==> config.mk <==
export PLATFORM = sky130hd
export DESIGN_NAME = arilla_lsu_flat
export DESIGN_NICKNAME = d
export VERILOG_FILES = /design/src/rtl/arilla_bus_if.sv /design/src/rtl/arilla_lsu.sv /design/src/flat_wrapper.sv
export SDC_FILE = /design/constraint.sdc
export NUM_CORES = 1
export LEC_CHECK = 0
export CAP_MARGIN = 20
export CORE_ASPECT_RATIO = 1.75
export CORE_MARGIN = 8
export CORE_UTILIZATION = 35
export DETAILED_ROUTE_END_ITERATION = 10
export PLACE_DENSITY = 0.7
export SLEW_MARGIN = 20
export SYNTH_ARGS = -nofsm -noshare
export SYNTH_HDL_FRONTEND = slang
export SYNTH_SLANG_ARGS = --single-unit
==> constraint.sdc <==
create_clock -name clk -period 2.95 [get_ports clk]
set_input_delay 0.59 -clock clk [delete_from_list [all_inputs] [get_ports clk]]
set_output_delay 0.59 -clock clk [all_outputs]
set_load 0.01 [all_outputs]
==> src/rtl/arilla_bus_if.sv <==
// Word-addressed arilla bus between a data-side master and on-chip memory.
// The master drives address/data/strobes; the slave returns data_in and intercept.
interface arilla_bus_if #(
    parameter int DataWidth    = 32,
    parameter int AddressWidth = 30
);
    logic [AddressWidth-1:0] address;
    logic [DataWidth-1:0]    data;
    logic [3:0]              byte_enable;
    logic                    read;
    logic                    write;
    logic [DataWidth-1:0]    data_in;
    logic                    intercept;

    modport master (
        output address, data, byte_enable, read, write,
        input  data_in, intercept
    );

    modport slave (
        input  address, data, byte_enable, read, write,
        output data_in, intercept
    );
endinterface

==> src/rtl/arilla_lsu.sv <==
// RV32 load/store unit: one request at a time, turned into a single word-aligned
// arilla bus cycle with byte enables; loads are lane-selected and extended.
module arilla_lsu #(
    parameter int DataWidth    = 32,
    parameter int AddressWidth = 30
) (
    input  logic                 clk,
    input  logic                 rst_n,
    input  logic                 req_valid,
    output logic                 req_ready,
    input  logic                 req_write,
    input  logic [2:0]           req_funct3,
    input  logic [31:0]          req_addr,
    input  logic [DataWidth-1:0] req_wdata,
    output logic                 resp_valid,
    input  logic                 resp_ready,
    output logic [DataWidth-1:0] resp_rdata,
    output logic                 resp_fault,
    arilla_bus_if.master         bus_interface
);

    typedef enum logic [1:0] {IDLE, ACCESS, CAPTURE, RESP} state_t;

    state_t     state, state_nxt;
    logic       lat_write;
    logic [2:0] lat_funct3;
    logic [1:0] lat_off;
    logic       req_fault;

    function automatic logic is_fault(input logic wr, input logic [2:0] f3, input logic [1:0] off);
        logic bad;
        bad = (f3 == 3'd3) || (f3 == 3'd6) || (f3 == 3'd7);
        bad = bad || (wr && (f3 > 3'd2));
        bad = bad || ((f3[1:0] == 2'd1) && off[0]);
        bad = bad || ((f3 == 3'd2) && (off != 2'd0));
        return bad;
    endfunction

    function automatic logic [3:0] byte_en(input logic [2:0] f3, input logic [1:0] off);
        case (f3[1:0])
            2'd0:    return 4'b0001 << off;
            2'd1:    return 4'b0011 << {off[1], 1'b0};
            default: return 4'b1111;
        endcase
    endfunction

    function automatic logic [DataWidth-1:0] store_data(input logic [2:0] f3, input logic [DataWidth-1:0] wd);
        case (f3[1:0])
            2'd0:    return {4{wd[7:0]}};
            2'd1:    return {2{wd[15:0]}};
            default: return wd;
        endcase
    endfunction

    function automatic logic [DataWidth-1:0] load_extend(input logic [2:0] f3, input logic [1:0] off,
                                                          input logic [DataWidth-1:0] word);
        logic [7:0]  b;
        logic [15:0] h;
        b = word[{off, 3'b000} +: 8];
        h = word[{off[1], 4'b0000} +: 16];
        case (f3)
            3'd0:    return {{24{b[7]}}, b};
            3'd4:    return {24'd0, b};
            3'd1:    return {{16{h[15]}}, h};
            3'd5:    return {16'd0, h};
            default: return word;
        endcase
    endfunction

    assign req_fault = is_fault(req_write, req_funct3, req_addr[1:0]);

    always_ff @(posedge clk or negedge rst_n) begin
        if (!rst_n) state <= IDLE;
        else        state <= state_nxt;
    end

    // Strobes are decoded from state so an asynchronous reset drops them at once.
    always_comb begin
        state_nxt           = state;
        req_ready           = 1'b0;
        resp_valid          = 1'b0;
        bus_interface.read  = 1'b0;
        bus_interface.write = 1'b0;
        case (state)
            IDLE: begin
                req_ready = 1'b1;
                if (req_valid) state_nxt = req_fault ? RESP : ACCESS;
            end
            ACCESS: begin
                bus_interface.read  = !lat_write;
                bus_interface.write = lat_write;
                state_nxt           = lat_write ? RESP : CAPTURE;
            end
            CAPTURE: state_nxt = RESP;
            RESP: begin
                resp_valid = 1'b1;
                if (resp_ready) state_nxt = IDLE;
            end
            default: state_nxt = IDLE;
        endcase
    end

    always_ff @(posedge clk or negedge rst_n) begin
        if (!rst_n) begin
            lat_write                 <= 1'b0;
            lat_funct3                <= 3'd0;
            lat_off                   <= 2'd0;
            resp_rdata                <= '0;
            resp_fault                <= 1'b0;
            bus_interface.address     <= '0;
            bus_interface.data        <= '0;
            bus_interface.byte_enable <= '0;
        end else begin
            case (state)
                IDLE: if (req_valid) begin
                    lat_write  <= req_write;
                    lat_funct3 <= req_funct3;
                    lat_off    <= req_addr[1:0];
                    if (req_fault) begin
                        resp_fault <= 1'b1;
                        resp_rdata <= '0;
                    end else begin
                        bus_interface.address     <= req_addr[31 -: AddressWidth];
                        bus_interface.byte_enable <= byte_en(req_funct3, req_addr[1:0]);
                        bus_interface.data        <= req_write ? store_data(req_funct3, req_wdata) : '0;
                    end
                end
                CAPTURE: resp_rdata <= load_extend(lat_funct3, lat_off, bus_interface.data_in);
                RESP: if (resp_ready) begin
                    resp_fault <= 1'b0;
                    resp_rdata <= '0;
                end
                default: ;
            endcase
        end
    end

endmodule

==> src/flat_wrapper.sv <==
// flat-port wrapper written by rule: the top's interface ports become plain ports
module arilla_lsu_flat 
#(
    parameter int DataWidth    = 32,
    parameter int AddressWidth = 30
)
  (clk, rst_n, req_valid, req_ready, req_write, req_funct3, req_addr, req_wdata, resp_valid, resp_ready, resp_rdata, resp_fault, bus_interface_address, bus_interface_data, bus_interface_byte_enable, bus_interface_read, bus_interface_write, bus_interface_data_in, bus_interface_intercept);
  arilla_bus_if #(.DataWidth(DataWidth), .AddressWidth(AddressWidth)) bus_interface_i ();
  input  logic clk;
  input  logic rst_n;
  input  logic req_valid;
  output logic req_ready;
  input  logic req_write;
  input  logic [2:0] req_funct3;
  input  logic [31:0] req_addr;
  input  logic [DataWidth-1:0] req_wdata;
  output logic resp_valid;
  input  logic resp_ready;
  output logic [DataWidth-1:0] resp_rdata;
  output logic resp_fault;
  output wire logic [$bits(bus_interface_i.address)-1:0] bus_interface_address;
  output wire logic [$bits(bus_interface_i.data)-1:0] bus_interface_data;
  output wire logic [$bits(bus_interface_i.byte_enable)-1:0] bus_interface_byte_enable;
  output wire logic [$bits(bus_interface_i.read)-1:0] bus_interface_read;
  output wire logic [$bits(bus_interface_i.write)-1:0] bus_interface_write;
  input wire logic [$bits(bus_interface_i.data_in)-1:0] bus_interface_data_in;
  input wire logic [$bits(bus_interface_i.intercept)-1:0] bus_interface_intercept;
  assign bus_interface_address = bus_interface_i.address;
  assign bus_interface_data = bus_interface_i.data;
  assign bus_interface_byte_enable = bus_interface_i.byte_enable;
  assign bus_interface_read = bus_interface_i.read;
  assign bus_interface_write = bus_interface_i.write;
  assign bus_interface_i.data_in = bus_interface_data_in;
  assign bus_interface_i.intercept = bus_interface_intercept;
  arilla_lsu #(.DataWidth(DataWidth), .AddressWidth(AddressWidth)) u_core (.clk(clk), .rst_n(rst_n), .req_valid(req_valid), .req_ready(req_ready), .req_write(req_write), .req_funct3(req_funct3), .req_addr(req_addr), .req_wdata(req_wdata), .resp_valid(resp_valid), .resp_ready(resp_ready), .resp_rdata(resp_rdata), .resp_fault(resp_fault), .bus_interface(bus_interface_i));
endmodule
==> results.md, run 1 <==
* Maximum clock path buffer count at 2
* Hold-fix buffer count after cts at 0
* Fillers at 1387
* Layout cells sized above 1 at ~8.4%
* Peak supply drop at 0.438 mV
* Cell count after synthesis at between 500 and 600
* Critical-path top delay cell: nor4_2
* Worst Hold Class: in -> async
* Worst-Skew Late Latency at between 0.3 and 0.4 ns
* FMAX at approximately 390 MHz
* Cell chain of the critical path: inv_1 -> ha_1 -> a21boi_1 -> a311o_1 -> buf_4 -> nor4_2 -> a221o_1
* Leakage at about 3.5 nW
* First-pass DRT Iterations at 4
* Grt met1 use at between 10% and 20%
* Initial antenna violation count at 1
* IO buf count at 206
* Initial drt markers at around 190
* Largest area contributor in the netlist: dfrtp_1
* Post CTS Setup Buffer Count at 0
* Synth Register Bits at about 110
* Die Y at around 180 µm
* GRT overflow at 0
* EDFF count, synth at 0
* Routed vias at between 4000 and 5000
* Status: finished clean
* RSZ-0062 raised after global routing: false
* Clock Sinks at ~110
* DIE AREA at 19300 µm²
* Final WS setup at 0.371 ns
* Die width at between 100 and 150 µm
* Critical Path AT at 2.86 ns
* Synthesized area at ~5200 µm²
* Vias in the first global route at about 5300
* Post-synthesis sequential area ratio at 51.2%
* Worst slew pin tran at ~1.1 ns
* Fin. Hold Viols at 0
* Dominant synthesized flop cell: dfrtp_1
* Area fraction of the dominant cell type after synthesis at 51.2%
* GRT Overall Usage at 18.0%
* Cell with the most instances after synthesis: nand2_1
* Number of max-cap violations at 0
* CP bufs+invs at 2
* Worst path required time at about 3.2 ns
* Synth area leaders: dfrtp_1, nand2_1, mux2_2, o21ai_0, mux2i_1
* Final slew viol count at 0
* Syn_area_per_cell at roughly 9 µm²
* Sequential Power Share at 34.2%
* Clk_skew at 0.0102 ns
* Root Buffer: clkbuf_16
* Max-slew headroom at between 20% and 30%
* WS Path Type: reg -> reg
* GR Layer Usage met3 at 4.84%
* Dpl ws at 0.0405 ns
* PostCTS Resize Cnt at 0
* I/O Pins at between 200 and 250
* Largest net degree at the start of global routing at 71
* Peak per-stage delay on the critical path at ~0.65 ns
* Ys Warns at 0
* Async set-reset flop share out of synthesis at 100%
* Post-layout min period at roughly 2.6 ns
* DP HPWL at ~13000 µm
* Critical path startpoint: u_core.state[0]
* Worst setup SP type: flip-flop
* Met2 GRT Util at around 34%
* Type of destination of the critical path: flip-flop
* Logic pwr share at about half
* Worst-path maximum fanout at 8
* TritonCTS clock tree: done
* Most Crowded Layer GR: met2
* CORE AREA at 14800 µm²
* Post-DRT Antenna Nets at 0
* Clk pin slew, worst setup/hold paths at roughly 0.080 ns
* Pint at between 4 and 5 mW
* Clk pwr share at roughly 17%
* Power per Cell Area at ~920 nW/µm²
* Tcrit/Tclk final at 87.4%
* Nets@finish at 879
* Yosys cell types at 36
* # H-tree levels at 3
* Via density per instance at slightly above 5
* Area Overhead vs Synth at 49.5%
* Switching Share at between 30% and 40%
* Drt drc at 0
* Avg WL per Cell at roughly 18 µm
* Endpoints failing setup at 0
* Initial Utilization at 35.4%
* Critical R2R Launch: u_core.state[0]
* CTS Buf Count at 9
* Synth top cells by count: nand2_1, dfrtp_1, o21ai_0
* First-pass GRT wire length at ~27000 µm
* Reg2Reg Setup Slack at ~0.37 ns
* Psw at 2.71 mW
* Core Rows at between 50 and 60
* Setup tns final at 0 ns
* Syn nets at 688
* Final GP Congestion at about 0.84
* Cell family with most CP delay: compound AO/OA/AOI/OAI gates
* Overall routed net length at 17500 µm
==> per-stage QoR <==
stage / instances / cell area, µm² / power (mW) / utilization [%] / hold slack (ns)
finish: 958 / 7820 / 7.16 / 53.0 / 0.209
detailed placement: 941 / 7530 / 6.03 / 51.0 / 0.456
global route: 958 / 7820 / 7.65 / 53.0 / 0.230
global placement: 941 / 7530 / 5.92 / 51.0 / 0.453
CTS: 957 / 7820 / 7.25 / 52.9 / 0.209
floorplan: 578 / 5230 / 4.14 / - / 0.294
==> path summary, 6_finish.rpt <==
check	end	depth (start not counted)
worst max-delay path	u_core.resp_rdata[14]	7
worst min-delay path	u_core.resp_rdata[30]	1
worst max register to register	u_core.resp_rdata[14]	7
worst min register to register	u_core.bus_interface.data[1]	2
max in group asynchronous	u_core.bus_interface.byte_enable[1]	2
min in group clk	u_core.bus_interface.data[1]	2
==> state kept, by name, summed over array words and instances, names as in the netlist <==
name                              flops
u_core.bus_interface.address         30
u_core.bus_interface.byte_enable      4
u_core.bus_interface.data            32
u_core.lat_funct3                     3
u_core.lat_off                        2
u_core.lat_write                      1
u_core.resp_fault                     1
u_core.resp_rdata                    32
u_core.state                          2
==> cells by family (layout without fill, tap and decap cells) <==
kind of cell    after synthesis  in the layout  share of synthesized area, %
simple gates                267            267                          21.4
flops                       107            107                          51.2
other cells                   0              1                             0
fa+ha+maj                     5              5                          1.20
buf+inv                      52            248                          3.83
compound gates              100            100                          12.2
mux                          47             47                          10.3
==> cell usage in the layout, fill, tap and decap left out, drive strengths merged <==
cell / n
nand4: 1
nor4: 2
clkinv: 2
o22ai: 5
o2bb2ai: 2
mux2: 23
mux2i: 21
nand2b: 5
diode: 1
a211oi: 2
o22a: 1
nand2: 183
clkbuf: 10
a311o: 1
ha: 5
o21ai: 48
a21oi: 6
nor3: 10
dfrtp: 107
a211o: 1
and4: 1
a221o: 6
inv: 10
mux4: 3
o211ai: 1
clkdlybuf4s50: 205
o221ai: 5
nand3: 33
or2: 2
clkinvlp: 2
o31ai: 21
a21boi: 1
nor2: 20
buf: 19
nor2b: 8
and2: 2
==> layer usage <==
metal	vias to the layer above	wire (µm)
met3	30	1170
met4	0	561
met1	2382	6010
met2	165	9740
li1	2352	-
met5	-	0
==> layout make-up <==
type	count	area (µm²)	area share (%)
Clock inverter	6	48.8	0.624
Timing Repair Buffer	224	2230	28.5
Inverter	8	30.0	0.384
Antenna cell	1	2.50	0.0320
Multi-Input combinational cell	419	2360	30.2
Sequential cell	107	2680	34.2
Clock buffer	10	239	3.06
Tap cell	183	229	2.93
==> power groups by stage <==
stage               clock network [mW]  logic, mW  registers (mW)
floorplan                            0       1.50            2.63
global placement                     0       3.48            2.45
detailed placement                   0       3.56            2.47
CTS                               1.22       3.57            2.45
global route                      1.27       3.85            2.53
finish                            1.18       3.53            2.45
Power figures use the tool's default switching activity.
==> run 2, diff against run 1 <==
CAP_MARGIN = unset   (was 20)
==> results of run 2 <==
No change in the layout: final DEF, timing and power equal those of run 1.
